`config.mk`:
```
export PLATFORM = sky130hd
export DESIGN_NAME = detect_event_monitor
export DESIGN_NICKNAME = d
export VERILOG_FILES = /design/src/rtl/detect_event_monitor.sv
export SDC_FILE = /design/constraint.sdc
export NUM_CORES = 1
export LEC_CHECK = 0
export BUFFER_PORTS_ARGS = -buffer_cell sky130_fd_sc_hd__buf_2
export CAP_MARGIN = 25
export CORE_ASPECT_RATIO = 0.9
export CORE_MARGIN = 3
export CORE_UTILIZATION = 58
export CTS_BUF_LIST = sky130_fd_sc_hd__clkbuf_8
export DETAILED_ROUTE_END_ITERATION = 10
export PLACE_DENSITY = 0.81
export SLEW_MARGIN = 20
export SYNTH_ARGS = -nofsm -noshare
export SYNTH_HDL_FRONTEND = slang
export SYNTH_SLANG_ARGS = --single-unit
```
`constraint.sdc`:
```
create_clock -name clk -period 2.3 [get_ports clk]
set_clock_uncertainty 0.05 [all_clocks]
set_input_delay 0.345 -clock clk [delete_from_list [all_inputs] [get_ports clk]]
set_output_delay 0.345 -clock clk [all_outputs]
set_load 0.005 [all_outputs]
```
`src/rtl/detect_event_monitor.sv`:
```
`default_nettype none
// ============================================================================
// Module      : detect_event_monitor
// Description : Counts edge events from a sequence detector, measures per-
//               window event rate with a valid/ready hand-off, sticky alarm.
// Revision    : 1.0 - initial release
// ============================================================================
module detect_event_monitor #(
    parameter int CNT_W  = 8,
    parameter int WINDOW = 16,
    parameter int THRESH = 4
) (
    input  logic             clk,
    input  logic             rst,
    input  logic             detected,
    input  logic             en,
    input  logic             clear,
    input  logic             alarm_ack,
    input  logic             rate_ready,
    output logic [CNT_W-1:0] total_cnt,
    output logic             alarm,
    output logic             rate_valid,
    output logic [CNT_W-1:0] rate_data,
    output logic             overrun,
    output logic             busy
);

    localparam int TMR_W = $clog2(WINDOW);

    localparam logic [1:0] c_IDLE   = 2'd0;
    localparam logic [1:0] c_OPEN   = 2'd1;
    localparam logic [1:0] c_REPORT = 2'd2;

    localparam logic [CNT_W-1:0] c_CNT_MAX  = {CNT_W{1'b1}};
    localparam logic [CNT_W-1:0] c_THRESH   = CNT_W'(THRESH);
    localparam logic [TMR_W-1:0] c_TMR_LAST = TMR_W'(WINDOW - 1);

    logic [1:0]       state_q, state_d;
    logic [TMR_W-1:0] timer_q, timer_d;
    logic [CNT_W-1:0] win_q, win_d;
    logic [CNT_W-1:0] total_q, total_d;
    logic [CNT_W-1:0] data_q, data_d;
    logic             prev_det_q;
    logic             alarm_q, alarm_d;
    logic             valid_q, valid_d;
    logic             overrun_q, overrun_d;

    logic             w_event;
    logic             w_alarm_set;
    logic             w_handshake;
    logic [CNT_W-1:0] w_win_inc;

    // A held level counts once: only the rising edge of detected is an event.
    assign w_event     = detected & ~prev_det_q & en;
    assign w_handshake = valid_q & rate_ready;
    assign w_win_inc   = (w_event && (win_q != c_CNT_MAX)) ? win_q + CNT_W'(1) : win_q;

    always_comb begin
        total_d = total_q;
        if (clear) begin
            total_d = CNT_W'(w_event);
        end else if (w_event && (total_q != c_CNT_MAX)) begin
            total_d = total_q + CNT_W'(1);
        end
    end

    always_comb begin
        state_d     = state_q;
        timer_d     = timer_q;
        win_d       = win_q;
        w_alarm_set = 1'b0;
        case (state_q)
            c_IDLE: begin
                if (w_event) begin
                    state_d     = c_OPEN;
                    win_d       = CNT_W'(1);
                    timer_d     = TMR_W'(1);
                    w_alarm_set = (c_THRESH == CNT_W'(1));
                end
            end
            c_OPEN: begin
                win_d = w_win_inc;
                // Old count check keeps a saturated count from re-arming the alarm.
                w_alarm_set = w_event && (w_win_inc == c_THRESH) && (win_q != c_THRESH);
                if (timer_q == c_TMR_LAST) begin
                    state_d = c_REPORT;
                end else begin
                    timer_d = timer_q + TMR_W'(1);
                end
            end
            c_REPORT: begin
                state_d = c_IDLE;
            end
            default: begin
                state_d = c_IDLE;
            end
        endcase
    end

    // win_q holds the closed window's final count throughout REPORT.
    always_comb begin
        data_d    = data_q;
        valid_d   = valid_q;
        overrun_d = overrun_q;
        if (state_q == c_REPORT) begin
            if (!valid_q || w_handshake) begin
                data_d  = win_q;
                valid_d = 1'b1;
            end else begin
                overrun_d = 1'b1;
            end
        end else if (w_handshake) begin
            valid_d = 1'b0;
        end
    end

    assign alarm_d = w_alarm_set | (alarm_q & ~alarm_ack);

    always_ff @(posedge clk) begin
        if (rst) begin
            state_q    <= c_IDLE;
            timer_q    <= '0;
            win_q      <= '0;
            total_q    <= '0;
            data_q     <= '0;
            prev_det_q <= 1'b0;
            alarm_q    <= 1'b0;
            valid_q    <= 1'b0;
            overrun_q  <= 1'b0;
        end else begin
            state_q    <= state_d;
            timer_q    <= timer_d;
            win_q      <= win_d;
            total_q    <= total_d;
            data_q     <= data_d;
            prev_det_q <= detected;
            alarm_q    <= alarm_d;
            valid_q    <= valid_d;
            overrun_q  <= overrun_d;
        end
    end

    assign total_cnt  = total_q;
    assign alarm      = alarm_q;
    assign rate_valid = valid_q;
    assign rate_data  = data_q;
    assign overrun    = overrun_q;
    assign busy       = (state_q == c_OPEN);

endmodule
`default_nettype wire

```
==> key figures <==
Global route
  – Grt met2 use: 36.4%
  – First-pass GRT wire length: 6480 um
  – Most used routing layer: met2
  – Grt ovf: 0
  – Met1 global-route usage: 28.1%
  – Total Routing Usage GR: 21.9%
  – M3 GR Usage: 5.23%
  – Initial antenna violation count: 0
  – Vias in the first global route: 1446
  – Largest net degree at the start of global routing: 29

Logic synthesis
  – Area share of the largest cell type after synthesis: 38.8%
  – Number of synthesized flops with an enable pin: 0
  – Top FF cell, synth: dfxtp_1
  – Seq/Total Area, Yosys: 38.8%
  – Synth top area cells: dfxtp_1 (39%), a21oi_1 (4.8%), nand2_1 (4.5%)
  – Synth warn: 0
  – Netlist Area Pre-Place: 1760 um^2
  – Cell variety after synth: 49
  – Leading area contributor after synthesis: dfxtp_1
  – Mean Syn Cell Area: ~8.4 um^2
  – Share of synthesized registers carrying an async set or reset: 0%
  – Syn_nets: 221
  – Post-Syn Instances: 210
  – Yosys reg bits: 34

Pwr
  – Pwr per Cell Area: 562 nW/um^2
  – Static leakage power: roughly 0.00076 uW
  – VDD IR-drop max: 0.410 mV

Layout
  – Commonest cells after routing, fill and taps aside: dfxtp_1 (34), buf_2 (26), nand2_1 (21), nor2_1 (19), a21oi_1 (17)
  – Final Core Density: 70.4%
  – Fraction of layout cells with a size suffix above 1: 21.9%
  – Commonest non-fill, non-tap cell in the layout: dfxtp_1
  – # diodes: 0
  – Area Overhead vs Synth: 13.0%
  – Non-Filler Instances: 273
  – # nets final: 243

CTS
  – Max clock buf depth: 2
  – Gates resized, CTS repair: 0
  – CTS clk-pin slew, worst paths: 0.07 ns
  – # hold bufs at CTS: 0
  – CTS root buf: clkbuf_8
  – Post-CTS setup buffers: 0
  – TritonCTS clock tree: yes
  – Clock latency at the later pin of the worst-skew pair: 0.28 ns
  – Num CTS Buffers: 5
  – H-Tree Depth: 2
  – Clk sinks: 34

Detailed routing
  – DR pass1 iterations: 4
  – Drt total wl: around 3700 um
  – Vias per std cell: 5.77
  – Remaining DRCs: 0
  – Routed Antenna Nets: 0
  – Via count: 1575
  – Initial drt markers: about 100
  – Drt wl/cell: 13.6 um

Die
  – IO Pins: 27
  – Site row count: 18
  – Die W: 64.0 um
  – Die ar.: about 3700 um^2
  – Area of the core: 2820 um^2
  – Die Ht: 58.2 um
  – Starting Density: a little over 60%

Worst setup path
  – Slowest-stage cell, CP: a2111oi_2
  – Arr. time, crit path: 2.21 ns
  – Worst reg-to-reg setup slack: 0.20 ns
  – Max FO, Critical Path: 7
  – Critical path endpoint category: flop
  – CP required: about 2.4 ns
  – Launch point of the worst path: win_q[0]$_SDFFE_PP0P_
  – Max incr delay on CP: 0.44 ns
  – Critical R2R Launch: win_q[0]$_SDFFE_PP0P_
  – Worst Setup Path Type: flop to flop
  – Worst-path cell chain: ha_1, and3_1, a2111oi_2, mux2_2, a22oi_1, nor2_1
  – Crit path launch type: flop

Place
  – Routability Congestion: 0.928
  – Port bufs: 26
  – DP HPWL: about 2700 um
  – Placed Instances: 265

Min path
  – Hold Path Origin: detected
  – Hold Crit Class: primary input to flop

Status
  – Status: completed

STA
  – TNS Setup: 0 ns
  – Fmax: roughly 480 MHz
  – Final hold vios: 0
  – Slew Viols, Final: 0
  – RSZ-0062 raised after global routing: false
  – Worst slew margin: 56.3%
  – Final period util: approximately 91%
  – Post-layout min period: 2.10 ns
  – Setup Viol. Count Final: 0
  – Worst-Margin Slew: 0.654 ns

Run
  – Max Cap Violations: 0
-- sequential cells by signal, summed over array words and instances (netlist names) --
register	count
alarm	1
prev_det_q	1
total_cnt	8
rate_data	8
overrun	1
rate_valid	1
win_q	8
timer_q	4
state_q	2
-- report_power, final --
group          internal, uW  switching (uW)  total [uW]
combinational          25.8            41.2        67.0
sequential              595            9.53         605
clock                   237             206         443
total                   858             256        1110
-- path summary, 6_finish.rpt --
check / to / cells after the start
hold / removal: prev_det_q$_SDFF_PP0_ / 2
setup reg to reg: win_q[5]$_SDFFE_PP0P_ / 6
setup / recovery: win_q[5]$_SDFFE_PP0P_ / 6
hold reg to reg: rate_data[0]$_SDFFE_PP0P_ / 2
-- kinds of logic after synthesis --
logic type,after synthesis,share of synthesized area (%)
AND/OR/NAND/NOR,85,25.3
flip-flops,34,38.8
multiplexers,4,2.35
XOR/XNOR,7,3.49
buffers and inverters,23,6.13
AO/OA/AOI/OAI,53,21.1
adder cells (fa/ha/maj),4,2.85
-- per-layer routing --
layer  vias up  routed length, um
met5         -                  0
met4         0                 31
met3         4                155
met2        37               1830
met1       731               1710
li1        803                  -
-- synth_stat cells (2+ instances only) --
master / count
dfxtp_1: 34
nand2_1: 21
nor2_1: 19
a21oi_1: 17
nand3_1: 11
clkbuf_1: 9
inv_1: 7
o21ai_0: 7
nand4_1: 6
a211oi_1: 5
a31oi_1: 5
buf_2: 5
ha_1: 4
nor2b_1: 4
nor3_1: 4
xnor2_1: 4
a31o_2: 3
mux2i_1: 3
xor2_1: 3
a2111oi_2: 2
a21o_1: 2
and3_1: 2
and4_1: 2
buf_6: 2
nand2b_1: 2
nor3b_1: 2
nor4b_1: 2
or2_2: 2
-- worst max-delay path, delay by kind of cell (launching register included) --
kind / cells / cell delay, ns
flip-flops: 1 / 0.37
adder cells (fa/ha/maj): 1 / 0.30
AO/OA/AOI/OAI: 2 / 0.58
multiplexers: 1 / 0.40
AND/OR/NAND/NOR: 2 / 0.28
-- through the flow --
stage	setup WS, ns	area, um^2	total power (uW)	hold WS, ns
2_1_floorplan	0.204	1760	663	0.385
3_3_place_gp	0.261	1890	681	0.390
3_5_place_dp	0.214	1890	685	0.397
4_1_cts	0.199	1980	1120	0.278
5_1_grt	0.0378	1980	1160	0.297
6_report	0.197	1980	1110	0.278
-- area by class of cell --
type,instances,area [um^2]
clock buffer,6,82.6
clock inverter,2,8.76
fill,228,832
inverter,7,26.3
multi-input combinational,153,967
sequential,34,681
tap,40,50.0
timing repair buffer,31,168
Power figures use the tool's default switching activity.
